===== src/rtl/conv_ctrl_pkg.sv =====
// Shared FSM encodings, default kernel geometry and width helper for the weight sequencer.
package conv_ctrl_pkg;

  typedef enum logic [2:0] {
    IDLE    = 3'd0,
    FETCH_W = 3'd1,
    FETCH_B = 3'd2,
    CAPTURE = 3'd3,
    PRESENT = 3'd4,
    DONE    = 3'd5
  } state_e;

  localparam int unsigned DEF_KSIZE = 3;
  localparam int unsigned DEF_KK    = DEF_KSIZE * DEF_KSIZE;

  // Ceiling log2, never below 1 so single-entry counters still get a real bit.
  function automatic int unsigned clog2(input int unsigned n);
    int unsigned r;
    r = 1;
    while ((64'd1 << r) < 64'(n)) r++;
    return r;
  endfunction

endpackage


===== src/rtl/kernel_shadow_reg.sv =====
// Shadow bank holding one filter's weights and its bias for presentation to the MAC array.
module kernel_shadow_reg #(
  parameter int unsigned DATA_W = 8,
  parameter int unsigned BIAS_W = 16,
  parameter int unsigned KK     = 9,
  parameter int unsigned IW     = 4
) (
  input  logic                 clk,
  input  logic                 rst_n,
  input  logic                 w_we,
  input  logic [IW-1:0]        w_idx,
  input  logic [DATA_W-1:0]    w_data,
  input  logic                 b_we,
  input  logic [BIAS_W-1:0]    b_data,
  output logic [KK*DATA_W-1:0] kernel,
  output logic [BIAS_W-1:0]    bias
);

  // Indexed weight slot write; cleared on reset.
  always_ff @(posedge clk or negedge rst_n) begin
    if (!rst_n) begin
      kernel <= '0;
    end else if (w_we) begin
      kernel[w_idx*DATA_W +: DATA_W] <= w_data;
    end
  end

  // Bias word write; cleared on reset.
  always_ff @(posedge clk or negedge rst_n) begin
    if (!rst_n) begin
      bias <= '0;
    end else if (b_we) begin
      bias <= b_data;
    end
  end

endmodule


===== src/rtl/conv_weight_sequencer.sv =====
// Fetches each filter's weights and bias from the weight memory, stages them in the
// shadow bank and presents them to the convolution engine over valid/ready.
module conv_weight_sequencer
  import conv_ctrl_pkg::*;
#(
  parameter int unsigned DATA_W      = 8,
  parameter int unsigned BIAS_W      = 16,
  parameter int unsigned KSIZE       = DEF_KSIZE,
  parameter int unsigned NUM_FILTERS = 4,
  parameter int unsigned ADDR_W      = 8
) (
  input  logic                            clk,
  input  logic                            rst_n,
  input  logic                            start,
  input  logic                            abort,
  output logic                            mem_rd_en,
  output logic                            mem_sel_bias,
  output logic [ADDR_W-1:0]               mem_addr,
  input  logic [DATA_W-1:0]               mem_rdata,
  output logic                            kern_valid,
  input  logic                            kern_ready,
  output logic [KSIZE*KSIZE*DATA_W-1:0]   kernel_out,
  output logic [BIAS_W-1:0]               bias_out,
  output logic [clog2(NUM_FILTERS)-1:0]   filter_idx,
  output logic                            busy,
  output logic                            done
);

  localparam int unsigned KK = KSIZE * KSIZE;
  localparam int unsigned FW = clog2(NUM_FILTERS);
  localparam int unsigned IW = clog2(KK);

  state_e            state, state_d;
  logic [FW-1:0]     f, f_d;
  logic [IW-1:0]     i, i_d;
  logic              rd_d, sel_d, valid_d, done_d, busy_d;
  logic [ADDR_W-1:0] addr_d;
  logic              w_we, b_we;
  logic [IW-1:0]     w_idx;
  logic [BIAS_W-1:0] bias_ext;

  assign bias_ext   = {{(BIAS_W-DATA_W){mem_rdata[DATA_W-1]}}, mem_rdata};
  assign filter_idx = f;

  // State, counters and registered outputs.
  always_ff @(posedge clk or negedge rst_n) begin
    if (!rst_n) begin
      state        <= IDLE;
      f            <= '0;
      i            <= '0;
      mem_rd_en    <= 1'b0;
      mem_sel_bias <= 1'b0;
      mem_addr     <= '0;
      kern_valid   <= 1'b0;
      done         <= 1'b0;
      busy         <= 1'b0;
    end else begin
      state        <= state_d;
      f            <= f_d;
      i            <= i_d;
      mem_rd_en    <= rd_d;
      mem_sel_bias <= sel_d;
      mem_addr     <= addr_d;
      kern_valid   <= valid_d;
      done         <= done_d;
      busy         <= busy_d;
    end
  end

  // Next state, capture strobes and next output values decoded from the next state.
  always_comb begin
    state_d = state;
    f_d     = f;
    i_d     = i;
    w_we    = 1'b0;
    w_idx   = i - IW'(1);
    b_we    = 1'b0;
    rd_d    = 1'b0;
    sel_d   = 1'b0;
    addr_d  = mem_addr;
    valid_d = 1'b0;
    done_d  = 1'b0;

    case (state)
      IDLE: begin
        if (start) begin
          state_d = FETCH_W;
          f_d     = '0;
          i_d     = '0;
        end
      end
      FETCH_W: begin
        w_we = (i != '0);
        if (i == IW'(KK-1)) state_d = FETCH_B;
        else                i_d     = i + IW'(1);
      end
      FETCH_B: begin
        w_we    = 1'b1;
        w_idx   = IW'(KK-1);
        state_d = CAPTURE;
      end
      CAPTURE: begin
        b_we    = 1'b1;
        state_d = PRESENT;
      end
      PRESENT: begin
        if (kern_ready) begin
          if (f == FW'(NUM_FILTERS-1)) begin
            state_d = DONE;
          end else begin
            f_d     = f + FW'(1);
            i_d     = '0;
            state_d = FETCH_W;
          end
        end
      end
      DONE:    state_d = IDLE;
      default: state_d = IDLE;
    endcase

    if (abort) state_d = IDLE;

    case (state_d)
      FETCH_W: begin
        rd_d   = 1'b1;
        addr_d = ADDR_W'(ADDR_W'(f_d) * ADDR_W'(KK) + ADDR_W'(i_d));
      end
      FETCH_B: begin
        rd_d   = 1'b1;
        sel_d  = 1'b1;
        addr_d = ADDR_W'(f_d);
      end
      PRESENT: valid_d = 1'b1;
      DONE:    done_d  = 1'b1;
      default: ;
    endcase

    busy_d = (state_d != IDLE);
  end

  kernel_shadow_reg #(
    .DATA_W (DATA_W),
    .BIAS_W (BIAS_W),
    .KK     (KK),
    .IW     (IW)
  ) u_shadow (
    .clk    (clk),
    .rst_n  (rst_n),
    .w_we   (w_we),
    .w_idx  (w_idx),
    .w_data (mem_rdata),
    .b_we   (b_we),
    .b_data (bias_ext),
    .kernel (kernel_out),
    .bias   (bias_out)
  );

endmodule

===== config.mk =====
export PLATFORM = sky130hd
export DESIGN_NAME = conv_weight_sequencer
export DESIGN_NICKNAME = d
export VERILOG_FILES = /design/src/rtl/conv_ctrl_pkg.sv /design/src/rtl/kernel_shadow_reg.sv /design/src/rtl/conv_weight_sequencer.sv
export SDC_FILE = /design/constraint.sdc
export NUM_CORES = 1
export LEC_CHECK = 0
export ABC_AREA = 1
export CORE_MARGIN = 1.5
export CORE_UTILIZATION = 44
export DETAILED_ROUTE_END_ITERATION = 8
export GPL_ROUTABILITY_DRIVEN = 0
export PLACE_DENSITY = 0.72
export SYNTH_ARGS = -nofsm -noshare
export SYNTH_HDL_FRONTEND = slang
export SYNTH_SLANG_ARGS = --single-unit

===== constraint.sdc =====
create_clock -name clk -period 5.6 [get_ports clk]
set_input_delay 0.84 -clock clk [delete_from_list [all_inputs] [get_ports clk]]
set_output_delay 0.84 -clock clk [all_outputs]
set_load 0.005 [all_outputs]

== Yosys cells after proc, flatten, opt, wreduce, memory -nomap -nowiden ==
Cells that the tools add are included.
Cells by class
  muxes and demuxes: 24
  eq/ne operators: 10
  shifts and indexed selects: 2
  reduce and logical (&&, ||, !) cells: 5
  add/subtract/negate cells: 5
  multipliers: 1
Operators with widths (count)
  72-bit bitwise mux: 1
  8-bit by 34-bit variable shift with 72-bit output, first input constant: 1
  8-bit by 34-bit variable part select with 72-bit output: 1
  7-bit negator with 34-bit output: 1
  4-bit two-way mux: 5
  8-bit case mux with 2 select lines: 1
  3-bit two-way mux: 5
  3-bit case mux with 5 select lines: 1
  4-bit case mux with 3 select lines: 1
  3-bit by 2-bit equality test with 1-bit output, second input constant: 3
  3-bit equality test, second input constant: 3
  6-bit by 4-bit adder with 7-bit output: 1
  3-bit by 1-bit equality test with 1-bit output, second input constant: 2
  2-bit by 4-bit multiplier with 6-bit output, second input constant: 1
  2-bit two-way mux: 3
  1-bit two-way mux: 5
  4-bit by 1-bit adder with 4-bit output, second input constant: 1
  4-bit equality test, second input constant: 1
  2-bit case mux with 2 select lines: 1
  4-bit nonzero test: 1
  4-bit by 1-bit subtractor with 4-bit output, second input constant: 1
  3-bit logical NOT: 1
  3-bit nonzero test: 1
  2-bit by 1-bit adder with 2-bit output, second input constant: 1
  4 further kinds: 4
Word-level totals
  logic and storage cells: 58
  output and inout port bits: 103
  input bits: 13
  register bits after elaboration: 102

== Depth between registers and ports, before layout ==
  word-level depth: 8
  depth in mapped cells: 17
  depth with buffers taken out: 16

== Hierarchy ==
From an unflattened synthesis, not the netlist that was laid out.
Second synthesis, totals
  cells, all modules: 640
  area total of the unflattened synthesis: 5385.2 um2
By module, submodules not included
  kernel_shadow_reg: sequential area each 2202.1 um2, area an instance 4090.2 um2, cells each 490, instances 1
  conv_weight_sequencer: sequential area each 500.5 um2, area an instance 1295.0 um2, cells each 150, instances 1

== Worst setup path after synthesis ==
No wires, ideal clock.
  path kind: input to register
  start: in start
  end: reg mem_addr[5]
  path buffers: 0
  data required time: 5.480 ns
  setup time: 0.120 ns
  setup slack: 2.988 ns
  stages: 10
  arrival time: 2.491 ns
  path through: nor3_1 nor3_1 o22ai_1 ha_1 ha_1 fa_1 nand2_1 nor2_1 o21ai_1 nand2_1
Between the ends
  elaborated cells on any way between the ends: 13
  classes of those cells: add/sub (1); mul (1); eq/ne (2); mux (8); reduce/logical (1)
RTL lines
  start, declared: line conv_weight_sequencer.sv:14  | input logic start,
  4-bit two-way mux: line conv_weight_sequencer.sv:86  | if (start) begin
  4-bit case mux with 3 select lines: line conv_weight_sequencer.sv:84  | case (state)
  net i_d[1]: line conv_weight_sequencer.sv:35  | logic [IW-1:0] i, i_d;
  6-bit by 4-bit adder with 7-bit output: line conv_weight_sequencer.sv:126  | addr_d = ADDR_W'(ADDR_W'(f_d) * ADDR_W'(KK) + ADDR_W'(i_d));
  8-bit case mux with 2 select lines: line conv_weight_sequencer.sv:123  | case (state_d)
  end signal, assigned: line conv_weight_sequencer.sv:63  | mem_addr <= addr_d;
  end, declared: line conv_weight_sequencer.sv:18  | output logic [ADDR_W-1:0] mem_addr,
The timed path passes the listed nets, and every way through them passes these cells. The select of a mux whose other input is x is not followed.
A chain may end at the register's enable or synchronous reset.

== Final worst setup path ==
  start: reg state[2]
  end: reg u_shadow.kernel[2]
Between the ends
  word-level cells in the longest chain between the ends: 5
  elaborated cells on any way between the ends: 8
  classes of those cells: add/sub (1); eq/ne (2); shift (2); mux (3)
RTL lines
  start, declared: line conv_weight_sequencer.sv:33  | state_e state, state_d;
  start signal, assigned: line conv_weight_sequencer.sv:58  | state <= state_d;
  3-bit by 2-bit equality test with 1-bit output: line conv_weight_sequencer.sv:84
  4-bit two-way mux: line conv_weight_sequencer.sv:84
  7-bit negator with 34-bit output: line kernel_shadow_reg.sv:24  | kernel[w_idx*DATA_W +: DATA_W] <= w_data;
  8-bit by 34-bit variable part select with 72-bit output or 8-bit by 34-bit variable shift with 72-bit output (tied branches): line kernel_shadow_reg.sv:24
  72-bit bitwise mux: line kernel_shadow_reg.sv:24
  end signal, assigned by index: line kernel_shadow_reg.sv:24
  end, declared: line kernel_shadow_reg.sv:15  | output logic [KK*DATA_W-1:0] kernel,
Several ways; a longest one is shown, not always the timed one.

==> impl_results.md <==
* Status: completed
* CP Capture Point: u_shadow.kernel[2]
* First-pass GRT wire length at 20.60 mm
* Count leader, synth: nand2_1
* Layout cell share with drive strength beyond 1 at 10.92%
* Min Hold Slack at 0.4285 ns
* Setup-failing EPs final at 0
* Largest net degree at the start of global routing at 67
* R2R Setup Slk at 2.08 ns
* H-tree depth at 3
* Clock sinks at 100
* Worst r2r dst: u_shadow.kernel[2]
* Die ar. at 12330 um2
* Fin. Hold Viols at 0
* Fmax at 283.9 MHz
* Num CTS Buffers at 9
* Layout Nets at 716
* Cell-internal power at 0.002064 W
* CP Capture Type: flop
* Clock transition at the registers of the reported paths at 0.07 ns
* Startpoint types: flop
* CTS hold repair buffers at 0
* Yosys Warn Count at 0
* Final worst path period need at 3.522 ns
* Die X at 111.0 um
* Mapped Area at 5136 um2
* Root Driver: clkbuf_16
* Yosys cell types at 37
* CTS tree: done
* Post-DP HPWL at 9.198 mm
* Ranking of synthesized cells by area: dfrtp_1, nand2_1, nand3_1, nor2_1, buf_4
* Worst clock skew at 0.005208 ns
* Drt wl/cell at 14.98 um
* Vias at 4395
* RR Startpoint: state[2]
* Final ANT Viol Nets at 0
* Place WS at 2.136 ns
* Maxcap violations at 0
* Crit path DAT at 3.75 ns
* Total track usage at 20.72%
* CP max FO at 33
* Avg Cell Area, Syn at 8.575 um2
* Pins Over Slew Limit at 0
* Hold WC Path Type: in -> async
* Synth Instances at 599
* Iter 0 DRT Violations at 232
* Synthesis-to-layout area growth at 26.94%
* M3 GR Usage at 4.101%
* Slew @ Worst Pin at 0.8319 ns
* Initial antenna violation count at 0
* Crit path kind: reg -> reg
* I/O pin cnt at 116
* Sequential Power Share at 30.8%
* CP Data Required Time at 5.83 ns
* Leakage at 3.027 nW
* Worst Reg-to-Reg Cells at 10
* Power share of the clock group at 17.9%
* Flops & latches, synth at 100
* Row count at 39
* Fin worst setup slack at 2.078 ns
* IO buf count at 113
* Power density cells at 551.7 nW/um2
* Top FF cell, synth: dfrtp_1
* Post-synth EDFFs at 0
* Asr flop ratio synth at 100.0%
* Number of global-route vias before repair at 4243
* Clk_lat worst skew at 0.35 ns
* Switching power at 0.001533 W
* Core Area at 11420 um2
* Power share of the combinational group at 51.3%
* Sequential element share of the synthesized area at 48.72%
* Final Core Density at 57.10%
* Total grt overflow at 0
* Post-synth top cells: nand2_1, dfrtp_1, nand3_1
* Post-CTS Resized at 0
* Final wirelength at 12.57 mm
* Switching share of power at 42.62%
* Share of the synthesized area in the top cell type at 48.72%
* Post-synth top area cell: dfrtp_1
* Setup TNS at 0 ns
* DR pass1 iterations at 5
* Global-route met2 utilization at 33.21%
* Setup Fix Bufs, Post-CTS at 0
* Slew HR at 44.54%
* DR vias/cell at 5.238
* Met1 Usage GRT at 27.99%
* Global routing's busiest layer: met2
* Starting Density at 44.98%
* Clock Path Buffers at 2
* Residual DRC at 0
* RSZ-0062 raised after global routing: no
* Fraction of the cycle the final worst path needs at 62.90%
* Critical path origin: state[2]
* Worst vdd ir at 0.2479 mV
* # diodes at 0
* Die H at 111.0 um
## flip-flops by register name, indices dropped and copies added, names as in the netlist
name	flops
state	3
mem_sel_bias	1
mem_rd_en	1
filter_idx	2
u_shadow.bias	8
busy	1
u_shadow.kernel	72
done	1
i	4
kern_valid	1
mem_addr	6
## worst max-delay path: stages, from the launching register on
cell,delay [ns]
dfrtp_1,0.44
inv_2,0.10
nand3_2,0.23
nand2_4,0.40
ha_1,0.61
inv_1,0.56
nand2_1,0.20
nor2_1,0.16
nand4_2,0.40
nand2_1,0.20
o21ai_2,0.07
## worst min-delay path by stage
stage,from,endpoint,slack [ns],cells past startpoint
floorplan,u_shadow.kernel[24],u_shadow.kernel[24],0.47,2
global placement,u_shadow.kernel[66],u_shadow.kernel[66],0.46,2
detailed placement,u_shadow.kernel[52],u_shadow.kernel[52],0.46,2
CTS,rst_n,u_shadow.kernel[36],0.45,1
global route,rst_n,u_shadow.kernel[65],0.47,1
finish,rst_n,u_shadow.kernel[36],0.43,1
## cells by family (layout without fill, tap and decap cells)
kind of cell	after synthesis	after routing	share of synthesized area (%)
other	1	2	0.07301
DFF	100	100	48.72
adders and majority gates	11	11	2.826
buffers and inverters	76	172	7.942
AOI/OAI and AO/OA	61	61	7.040
and+or+nand+nor	346	346	32.72
xor gates and xnor gates	4	4	0.6822
## power by group through the flow
stage	registers [W]	clock network (W)	logic (W)
2_1_floorplan	0.00111	0	0.00121
3_3_place_gp	0.00112	0	0.00179
3_5_place_dp	0.00112	0	0.00184
4_1_cts	0.00111	0.000653	0.00185
5_1_grt	0.00113	0.000681	0.00203
6_report	0.00111	0.000642	0.00185
## metal layers
| layer | part of all wire (%) | vias to the layer above |
|---|---|---|
| met5 | 0 | - |
| met4 | 2.0 | 0 |
| met3 | 5.4 | 22 |
| met2 | 48 | 157 |
| met1 | 44 | 2084 |
| li1 | - | 2132 |
## area by class of cell
type	count	area [um2]
Inverter	43	161.4
Tap cell	143	178.9
Clock buffer	12	266.5
Timing Repair Buffer	114	1136
Clock inverter	3	45.04
Fill cell	997	4898
Sequential cell	100	2502
Multi-Input combinational cell	424	2230
## per-stage QoR
step | power (W) | area, um2 | instances
final | 0.003597 | 6520 | 839
after global routing | 0.003842 | 6520 | 839
after CTS | 0.003610 | 6520 | 839
after detailed placement | 0.002958 | 6208 | 824
after global placement | 0.002904 | 6208 | 824
after floorplan | 0.002324 | 5140 | 600
## placed cells by master, fill, tap and decap left out, drive strengths merged, types with 3 or more instances in the layout
| cell type | netlist | layout |
|---|---|---|
| o22ai | 3 | 3 |
| dfrtp | 100 | 100 |
| nand2 | 191 | 191 |
| clkdlybuf4s50 | 0 | 112 |
| nand3 | 60 | 60 |
| nor2 | 53 | 53 |
| ha | 10 | 10 |
| nor3 | 19 | 19 |
| inv | 43 | 43 |
| a21oi | 3 | 3 |
| clkbuf | 2 | 12 |
| o21ai | 50 | 50 |
| nand4 | 23 | 23 |
| o31ai | 4 | 4 |
(Power assumes the default switching activity.)
